===== src/rtl/assert_event_logger_pkg.sv =====
// Shared types for the assertion event logger: FSM state encoding and the
// {pass, id} entry stored in the event FIFO.
package assert_event_logger_pkg;

  localparam int EV_ID_W = 4;

  typedef enum logic [1:0] {
    ST_OFF  = 2'd0,
    ST_ON   = 2'd1,
    ST_KILL = 2'd2
  } state_t;

  typedef struct packed {
    logic               pass;
    logic [EV_ID_W-1:0] id;
  } ev_entry_t;

endpackage


===== src/rtl/assert_event_fifo.sv =====
// Registered-output-free FIFO for logged events: storage, wrapping pointers
// and occupancy count; flush empties it in one cycle.
module assert_event_fifo #(
  parameter int DEPTH = 8,
  parameter int W     = 5
) (
  input  logic         clk,
  input  logic         rst_n,
  input  logic         flush,
  input  logic         push,
  input  logic         pop,
  input  logic [W-1:0] wr_data,
  output logic [W-1:0] rd_data,
  output logic         empty,
  output logic         full
);

  localparam int AW = $clog2(DEPTH);
  localparam logic [AW:0] FULL_CNT = (AW+1)'(DEPTH);

  logic [W-1:0]  mem [DEPTH];
  logic [AW-1:0] wr_ptr;
  logic [AW-1:0] rd_ptr;
  logic [AW:0]   count;

  always_ff @(posedge clk) begin
    if (push && !flush) mem[wr_ptr] <= wr_data;
  end

  // Pointers wrap naturally because DEPTH is a power of two.
  always_ff @(posedge clk or negedge rst_n) begin
    if (!rst_n) begin
      wr_ptr <= '0;
      rd_ptr <= '0;
      count  <= '0;
    end else if (flush) begin
      wr_ptr <= '0;
      rd_ptr <= '0;
      count  <= '0;
    end else begin
      if (push) wr_ptr <= wr_ptr + 1'b1;
      if (pop)  rd_ptr <= rd_ptr + 1'b1;
      case ({push, pop})
        2'b10:   count <= count + 1'b1;
        2'b01:   count <= count - 1'b1;
        default: count <= count;
      endcase
    end
  end

  assign empty   = (count == '0);
  assign full    = (count == FULL_CNT);
  assign rd_data = empty ? '0 : mem[rd_ptr];

endmodule


===== src/rtl/assert_event_logger.sv =====
// Assertion event logger: OFF/ON/KILL control FSM, saturating pass/fail
// counters, sticky overflow flag, and an in-order event FIFO.
module assert_event_logger
  import assert_event_logger_pkg::*;
#(
  parameter int DEPTH = 8,
  parameter int ID_W  = EV_ID_W,
  parameter int CNT_W = 8
) (
  input  logic             clk,
  input  logic             rst_n,
  input  logic             en,
  input  logic             kill,
  input  logic             ev_valid,
  input  logic             ev_pass,
  input  logic [ID_W-1:0]  ev_id,
  output logic             out_valid,
  input  logic             out_ready,
  output logic [ID_W:0]    out_data,
  output logic [CNT_W-1:0] pass_cnt,
  output logic [CNT_W-1:0] fail_cnt,
  output logic             overflow,
  output logic             state_on
);

  state_t      state;
  state_t      state_nxt;
  logic        logging;
  logic        log_ev;
  logic        push;
  logic        pop;
  logic        fifo_full;
  logic        fifo_empty;
  ev_entry_t   wr_entry;
  logic [ID_W:0] rd_word;

  function automatic logic [CNT_W-1:0] sat_inc(input logic [CNT_W-1:0] v);
    return (&v) ? v : v + 1'b1;
  endfunction

  always_ff @(posedge clk or negedge rst_n) begin
    if (!rst_n) state <= ST_OFF;
    else        state <= state_nxt;
  end

  always_comb begin
    state_nxt = state;
    if (kill) begin
      state_nxt = ST_KILL;
    end else begin
      case (state)
        ST_OFF:  if (en)  state_nxt = ST_ON;
        ST_ON:   if (!en) state_nxt = ST_OFF;
        ST_KILL: state_nxt = ST_OFF;
        default: state_nxt = ST_OFF;
      endcase
    end
  end

  always_comb begin
    state_on = (state == ST_ON);
    logging  = (state == ST_ON);
  end

  // A kill cycle discards both the incoming event and any pop.
  assign log_ev = logging && ev_valid && !kill;
  assign pop    = out_valid && out_ready && !kill;
  assign push   = log_ev && (!fifo_full || pop);

  assign wr_entry.pass = ev_pass;
  assign wr_entry.id   = ev_id;

  always_ff @(posedge clk or negedge rst_n) begin
    if (!rst_n) begin
      pass_cnt <= '0;
      fail_cnt <= '0;
      overflow <= 1'b0;
    end else if (kill) begin
      pass_cnt <= '0;
      fail_cnt <= '0;
      overflow <= 1'b0;
    end else if (log_ev) begin
      if (ev_pass) pass_cnt <= sat_inc(pass_cnt);
      else         fail_cnt <= sat_inc(fail_cnt);
      if (fifo_full && !pop) overflow <= 1'b1;
    end
  end

  assert_event_fifo #(
    .DEPTH (DEPTH),
    .W     (ID_W + 1)
  ) u_fifo (
    .clk     (clk),
    .rst_n   (rst_n),
    .flush   (kill),
    .push    (push),
    .pop     (pop),
    .wr_data (wr_entry),
    .rd_data (rd_word),
    .empty   (fifo_empty),
    .full    (fifo_full)
  );

  assign out_valid = !fifo_empty;
  assign out_data  = rd_word;

endmodule


===== config.mk =====
export PLATFORM = sky130hd
export DESIGN_NAME = assert_event_logger
export DESIGN_NICKNAME = d
export VERILOG_FILES = /design/src/rtl/assert_event_logger_pkg.sv /design/src/rtl/assert_event_fifo.sv /design/src/rtl/assert_event_logger.sv
export SDC_FILE = /design/constraint.sdc
export NUM_CORES = 1
export LEC_CHECK = 0
export CORE_MARGIN = 2
export CORE_UTILIZATION = 58
export CTS_BUF_LIST = sky130_fd_sc_hd__clkbuf_4
export CTS_CLUSTER_SIZE = 20
export DETAILED_ROUTE_END_ITERATION = 12
export HOLD_SLACK_MARGIN = 0.05
export PLACE_DENSITY = 0.84
export SLEW_MARGIN = 20
export SYNTH_ARGS = -nofsm -noshare
export SYNTH_HDL_FRONTEND = slang
export SYNTH_SLANG_ARGS = --single-unit

===== constraint.sdc =====
create_clock -name clk -period 2.9 [get_ports clk]
set_input_delay 0.435 -clock clk [delete_from_list [all_inputs] [get_ports clk]]
set_output_delay 0.435 -clock clk [all_outputs]
set_load 0.05 [all_outputs]

# After elaboration in Yosys (flattened, before gate mapping)
# Memory sizes are Yosys's and may differ from the RTL's.
# Index checks and enable logic that the tools add are counted.
[op_classes]
n_addsub = 6
n_eq_ne = 9
mux = 24
reduce_logical = 26
[ops]
columns = ["operator", "count"]
rows = [
  ["$mux W8", 8],
  ["$add A8 B1 Y8 const B", 2],
  ["$reduce_and A8 Y1", 2],
  ["$mux W3", 4],
  ["$reduce_bool A2 Y1", 5],
  ["$pmux W4 S2", 1],
  ["$logic_and A1 B1 Y1", 7],
  ["$add A3 B1 Y3 const B", 2],
  ["$mux W2", 3],
  ["$ne A2 B2 Y1 const B", 3],
  ["$ne A3 B3 Y1 const B", 2],
  ["$reduce_and A3 Y1", 2],
  ["$mux W1", 5],
  ["$mux W5", 1],
  ["$add A4 B1 Y4 const B", 1],
  ["$eq A2 B1 Y1 const B", 2],
  ["$eq A4 B4 Y1 const B", 1],
  ["$logic_not A1 Y1", 4],
  ["$logic_not A4 Y1", 1],
  ["$mux W4", 1],
  ["$pmux W2 S2", 1],
  ["$reduce_and A2 Y1", 2],
  ["$sub A4 B1 Y4 const B", 1],
  ["$reduce_bool A3 Y1", 1],
  ["other kinds (3)", 3],
]
[totals]
register_bits = 29
ram_bits = 40
inputBits = 11
out_inout_bits = 24
elab_cells = 73
n_memories = 1
[mem_list]
columns = ["memory", "words", "word_bits", "rd", "rd_clocked_by_memory_dff", "write_ports", "line_no", "source"]
rows = [
  ["u_fifo.mem", 8, 5, 1, 0, 1, "assert_event_fifo.sv:21", "logic [W-1:0] mem [DEPTH];"],
]

# Depth between registers and ports, before layout
[depth]
depth_word = 9
ltp_mapped = 8
mapped_depth_nobuf = 7

# Modules after synthesis
# Synthesis repeated with hierarchy kept, for this count alone.
[hier_totals]
cells_unflattened = 228
hier_area_um2 = 3258.1
[by_module_without_submodules]
columns = ["mod", "n_inst", "cells_each", "area_per_inst_um2", "seq_area_each_um2"]
rows = [
  ["assert_event_fifo", 1, 132, 2198.4, 1451.4],
  ["assert_event_logger", 1, 96, 1059.8, 475.5],
]

# Worst setup path before layout
# Ideal clock, no wire load.
[synth_path]
kind = "in2reg"
start = "input out_ready"
end = "register u_fifo.count[3]"
setup_ns = 0.082
arrival_ns = 2.388
required_time_ns = 2.818
path_slack_ns = 0.430
path_stages = 8
n_path_buf = 1
cell_sequence = "clkbuf_1 o41ai_2 nor3_1 ha_1 a21oi_1 nand2_1 or4_1 a31oi_1"
[synth_via]
elab_chain_len = 7
elab_cells_between_ends = 9
classes_between = "eq/ne (2); mux (2); reduce/logical (5)"
[synth_rtl]
columns = ["item", "line_no", "source"]
rows = [
  ["from (decl)", "assert_event_logger.sv:18", "input logic out_ready,"],
  ["$logic_and A1 B1 Y1 * (2 in a row)", "assert_event_logger.sv:67", "assign pop = out_valid && out_ready && !kill;"],
  ["$logic_or A1 B1 Y1", "assert_event_logger.sv:68", "assign push = log_ev && (!fifo_full || pop);"],
  ["$logic_and A1 B1 Y1", "assert_event_logger.sv:68", ""],
  ["$eq A2 B1 Y1 / $eq A2 B2 Y1 (equally long branches)", "assert_event_fifo.sv:43", "case ({push, pop})"],
  ["$pmux W4 S2", "assert_event_fifo.sv:43", ""],
  ["$mux W4", "assert_event_fifo.sv:36", "end else if (flush) begin"],
  ["to (signal assigned)", "assert_event_fifo.sv:44", "2'b10: count <= count + 1'b1;"],
  ["to (signal assigned)", "assert_event_fifo.sv:45", "2'b01: count <= count - 1'b1;"],
  ["to (signal assigned)", "assert_event_fifo.sv:46", "default: count <= count;"],
  ["to (decl)", "assert_event_fifo.sv:24", "logic [AW:0] count;"],
]
# Every way passes the cells marked *; elsewhere a longest branch is shown, timed or not.
# A chain may end at the register's enable or synchronous reset.

# Worst setup path in the final report
[layout_path]
start = "register u_fifo.count[0]"
end = "register u_fifo.count[3]"
[layout_via]
elab_chain_len = 9
elab_cells_between_ends = 15
classes_between = "add/sub (2); eq/ne (3); mux (2); reduce/logical (8)"
[layout_rtl]
columns = ["item", "line_no", "source"]
rows = [
  ["$logic_not A4 Y1", "assert_event_fifo.sv:51", "assign empty = (count == '0);"],
  ["$logic_not A1 Y1", "assert_event_logger.sv:104", "assign out_valid = !fifo_empty;"],
  ["$logic_and A1 B1 Y1 (2 in a row)", "assert_event_logger.sv:67", ""],
  ["$logic_or A1 B1 Y1", "assert_event_logger.sv:68", ""],
  ["$logic_and A1 B1 Y1", "assert_event_logger.sv:68", ""],
  ["$eq A2 B1 Y1 / $eq A2 B2 Y1 (equally long branches)", "assert_event_fifo.sv:43", ""],
  ["$pmux W4 S2", "assert_event_fifo.sv:43", ""],
  ["$mux W4", "assert_event_fifo.sv:36", ""],
]
# Several ways; a longest one is shown, not always the timed one.

==> reports/metrics.cfg <==
[sta]
setup_violations=0
rsz0062_at_grt=no
fin_crit_ps=2714
max_freq_mhz=368.4
relSlewSlack_pct=63.25
tightest_slew_ps=548.3
slew_violations=0
fin_skew_ps=10.02
period_share_pct=93.59
whs_ps=409.0
hold_viol_final=0

[finish]
final_util_pct=69.46
n_fill_cell=403
antenna_cells=0
layout-area-overhead-vs-synth_pct=16.31
final_nets=300
final_cell_mix=edfxtp_1, dfrtp_1, clkdlybuf4s50_1, nor2_1, a21oi_1
final_common_cell=edfxtp_1
layout-drive-gt1-share_pct=15.68

[synth]
ys_ff_latch=69
synth_xor_area_share_pct=1.608
synth_top_family_by_area=simple AND/OR/NAND/NOR gates
synthCells=242
syn-num-nets=260
async_flop_share_pct=42.03
synth_compound_area_share_pct=8.806
ys.flop_type=edfxtp_1
yosysUniqueCellTypes=52
synth_edf_count=40
synth_mux_area_share_pct=10.34
yosysSeqAreaShare_pct=58.96
yosysWarnings=0
synthAdderAreaFrac_pct=2.910
syn_area_per_cell_um2=13.50
synth-simple-area-share_pct=14.89
syn_area_mm2=0.003268

[clocking]
htreeDepth=3
clk-insertion-delay-late_ps=400
clockRootBuffer=clkbuf_4
cts_hold_buf=0
cts.path.max_buffers=2
cts_made_buffers=9
cts_setup_buffers=0
cts_tree=yes
clock_sinks=69
clkTransAtPathRegs_ps=110

[routing]
wire_per_inst_um=17.16
firstDrtPassIters=6
antenna_left=0
drtIter0Drc=184
vias=2149
drc=0
post_drt_via_cell_ratio=5.986
routed_wl_um=6159

[grt]
globalRouteTotalUtil_pct=22.35
grt_pass1_vias=2106
grt_antenna_before_repair=0
grt_pass1_wl_um=10360
grt_overflow=0
grt_max_degree=37

[min_path]
hp-class=input port to asynchronous set/reset pin

[die]
die_y_um=79.07
initial_core_util_pct=59.72
die_x_um=79.07
num_io_pins=35
core-area_mm2=0.005473
num_rows=27
floorplan.die_area_mm2=0.006251

[power_and_ir_drop]
p_per_area_mw_per_mm2=473.4
p_leak_nw=1.376
vdd_drop_max_mv=0.2678

[placement]
post-dp-hpwl_um=4351
place_congestion=0.7580
port_buffers=34

[critical_path]
r2r_cells=7
critical_path_arrival_ps=3040
crit_type=flip-flop to flip-flop
path_max_fanout=7
cp.required_ps=3230
endpoint_kind=flip-flop
startpoint_type=flip-flop

[run]
cap_violations=0

[outcome]
status=finished clean

==> state kept, by name, summed over array words and instances, names as in the netlist <==
register	count
u_fifo.mem	40
fail_cnt	8
pass_cnt	8
u_fifo.count	4
u_fifo.rd_ptr	3
u_fifo.wr_ptr	3
state	2
overflow	1
==> metal layers <==
metal | part of all wire [%] | vias up | global-route usage (%) | wire length [um]
met5 | 0 | - | 0 | 0
met4 | 2.8 | 0 | 9.655 | 170
met3 | 4.0 | 16 | 6.477 | 249
met2 | 49 | 49 | 35.08 | 3048
met1 | 44 | 1065 | 29.26 | 2691
li1 | - | 1019 | - | -
==> stage by stage <==
stage	setup slack, ps	total power [W]	setup TNS, ps	instance area, um^2	instances
after global routing	70.39	0.001879	0	3801	359
after floorplan	429.7	0.001229	0	3268	242
final	185.8	0.001800	0	3801	359
after CTS	173.9	0.001812	0	3790	359
after detailed placement	-90.41	0.001307	-90.41	3681	343
after global placement	154.0	0.001302	0	3681	343
==> report_power, final <==
group / total (W) / internal (W) / switching [W] / leakage (nW)
logic: 0.000218 / 0.0000849 / 0.000133 / 0.561
clock network: 0.000517 / 0.000182 / 0.000335 / 0.0560
registers: 0.00106 / 0.00105 / 0.0000158 / 0.760
total: 0.00180 / 0.00132 / 0.000484 / 1.38
==> critical path, cell delays in order (launching register included) <==
cell and delay, ps:
dfrtp_1 590, o41ai_4 160, nor3_1 480, ha_1 380, a21oi_1 250, nand2_1 130, or4_1 480, a31oi_1 160
==> cell families after synthesis <==
kind of cell,count (synthesis)
xor gates and xnor gates,6
and+or+nand+nor,83
adders and majority gates,7
buffers and inverters,15
AOI/OAI and AO/OA,41
DFF,69
muxes,21
==> worst paths after layout <==
kind | start | to | slack (ps)
setup / recovery | u_fifo.count[0] | u_fifo.count[3] | 190
hold / removal | rst_n | state[0] | 410
setup reg to reg | u_fifo.count[0] | u_fifo.count[3] | 190
hold reg to reg | state[1] | state[0] | 490
max in group asynchronous | rst_n | pass_cnt[2] | 2200
min in group clk | state[1] | state[0] | 490
==> Yosys cell counts, types with 4 or more instances <==
library cell	instances	share of area [%]
a21oi_1	16	2.5
clkbuf_1	6	0.69
dfrtp_1	29	22
edfxtp_1	40	37
ha_1	6	2.3
mux2i_1	9	2.8
mux4_2	10	6.9
nand2_1	10	1.1
nand2b_1	7	1.3
nand3_1	8	1.2
nor2_1	24	2.8
o21ai_0	5	0.77
o31ai_1	6	1.4
or3_1	5	0.96
or4_1	7	1.6
xor2_1	4	1.1
==> layout make-up <==
class | instances | area, um^2 | area share, %
Sequential cell | 69 | 1927 | 50.69
Multi-Input combinational cell | 158 | 1271 | 33.44
Timing Repair Buffer | 41 | 386.6 | 10.17
Tap cell | 72 | 90.09 | 2.370
Clock buffer | 10 | 75.07 | 1.975
Clock inverter | 6 | 40.04 | 1.053
Inverter | 3 | 11.26 | 0.2962
==> repair_timing <==
item,4_1_cts,5_1_grt
endpoints found under the setup margin,5,1
gates resized for setup,5,1
pin swaps,0,0
No activity file was read; power rests on OpenSTA's default activity.
==> variant, RTL diff (same settings) <==
The package constant `EV_ID_W` goes from 4 to 3.
--- a/src/rtl/assert_event_logger_pkg.sv
+++ b/src/rtl/assert_event_logger_pkg.sv
@@ -3,5 +3,5 @@
 package assert_event_logger_pkg;
 
-  localparam int EV_ID_W = 4;
+  localparam int EV_ID_W = 3;
 
   typedef enum logic [1:0] {
Interface: changed (resized ev_id and out_data); port bits go from 35 to 33. The function was not compared with the original's and may differ.
==> variant against the unedited design <==
- largest cell class unchanged
- wire length is 11% lower
- design area is 6.9% lower
- worst setup slack worse by 28 ps
- highest routed layer unchanged
- cell count is 5.6% lower
- sequential share of layout area is 3.0 points lower
- power is 4.4% higher
- count of clock-buffer cells in the layout is 1 higher
- sequential power is 12% lower
- sequential cell count is 8 lower
- clock power is 44% higher
- clock skew is 9.5 ps higher
- die area is 9.1% lower
- area after synthesis is 9.5% lower
==> variant: results (changes against the unedited design) <==
| Metric | Value |
|---|---|
| Largest net degree at the start of global routing | 39 (+5.4%) |
| Pleak | 1.36 nW (-0.94%) |
| Pre-CTS setup slack | -17.5 ps (+72.9 ps) |
| All-Layer GR Usage | 21.2% (-1.1 points) |
| Slowest cell on crit path | clkdlybuf4s50_1 |
| Slew Limit Headroom | 61.9% (-1.3 points) |
| Delay-heaviest family, CP | buffers and inverters |
| DRT met1 WL | 2350 um (-13%) |
| # port buffers | 32 (-5.9%) |
| Pre-antenna DRT Iters | 4 (-2) |
| Register area | 1690 um2 (-12%) |
| Vias in the first global route | 1913 (-9.2%) |
| Clk_skew | 19.5 ps (+9.48 ps) |
| Maximum vdd drop | 414 uV (+55%) |
| Global-route wire length before repair | 8840 um (-15%) |
| Gate Count Post-Synth | 230 (-5.0%) |
| Met3 wire length | 247 um (-0.80%) |
| Hpwl dp | 3760 um (-14%) |
| Reg2Reg Setup Slack | 230 ps (+40 ps) |
| Hold slack | 424 ps (+14.7 ps) |
| Routability Congestion | 0.765 (+0.86%) |
| Post-synthesis sequential area ratio | 57.0% (-1.9 points) |
| Post-synth EDFFs | 32 (-20%) |
| Inst Count DP | 323 (-5.8%) |
| Routed WL | 5460 um (-11%) |
| WL met2 | 2770 um (-9.3%) |
| Peak per-stage delay on the critical path | 720 ps (+130 ps) |
| Final net count | 284 (-5.3%) |
| Finished Layout Cells | 339 (-5.6%) |
| Share of cells above drive strength 1 | 15.1% (-0.61 points) |
| Fmax | 0.365 GHz (-1.0%) |
| Status | complete, no violations |
| Placed inst area | 3330 um2 (-9.4%) |
| Largest regs | u_fifo.mem (32), fail_cnt (8), pass_cnt (8) |
| Iter 0 DRT Violations | 152 (-17%) |
| Synth cell count leaders | edfxtp_1 (32), dfrtp_1 (29), nor2_1 (23) |
| Top cells by area, synth | edfxtp_1 (33%), dfrtp_1 (25%), mux4_2 (6.1%) |
| Synthesized Nets | 247 (-5.0%) |
| Vias | 2010 (-6.5%) |
| CP arrival | 2310 ps (-730 ps) |
## variant: cell count changes after synthesis, sizes merged
cell,change
edfxtp,-8
mux2i,-1
clkbuf,-1
buf,+1
mux4,-2
nor2,-1
## variant: final timing paths
check	startpoint	end
min in group clk	state[1]	state[0]
worst min register to register	state[1]	state[0]
worst max-delay path	u_fifo.count[1]	out_valid
worst min-delay path	rst_n	u_fifo.count[1]
max in group asynchronous	rst_n	fail_cnt[6]
worst max register to register	u_fifo.count[1]	u_fifo.count[3]
## variant: cell families (layout without fill, tap and decap cells)
logic type,count (synthesis),in the layout,share of synthesized area (%)
AND/OR/NAND/NOR,82,82,15.7
flip-flops,61,61,57.0
AO/OA/AOI/OAI,41,41,9.86
multiplexers,18,18,9.56
buffers and inverters,15,57,2.79
adder cells (fa/ha/maj),7,7,3.22
XOR/XNOR,6,6,1.78
## variant: metal layers
layer  vias up  track usage [%]
met2        57             33.9
met4         0             10.9
met3         9             3.70
li1        953                -
met5         -                0
met1       991             28.1
## variant: repair_timing
action | CTS | global route
resized for setup | 0 | 5
setup endpoints to repair | 0 | 5
endpoints found under the hold margin | 0 | 0
## variant: power by group through the flow
| stage | Clock (W) | Sequential (W) | Combinational, W |
|---|---|---|---|
| global route | 0.000788 | 0.000939 | 0.000217 |
| global placement | 0 | 0.000953 | 0.000196 |
| CTS | 0.000754 | 0.000936 | 0.000201 |
| finish | 0.000742 | 0.000937 | 0.000199 |
| detailed placement | 0 | 0.000954 | 0.000200 |
| floorplan | 0 | 0.000962 | 0.000123 |
## variant: final cells by class
cell class                      count  share of cell area [%]
Inverter                            3                   0.318
Sequential cell                    61                    47.7
Multi-Input combinational cell    154                    33.9
Tap cell                           67                    2.37
Clock buffer                       11                    2.33
Clock inverter                      5                    2.79
Timing Repair Buffer               38                    10.6
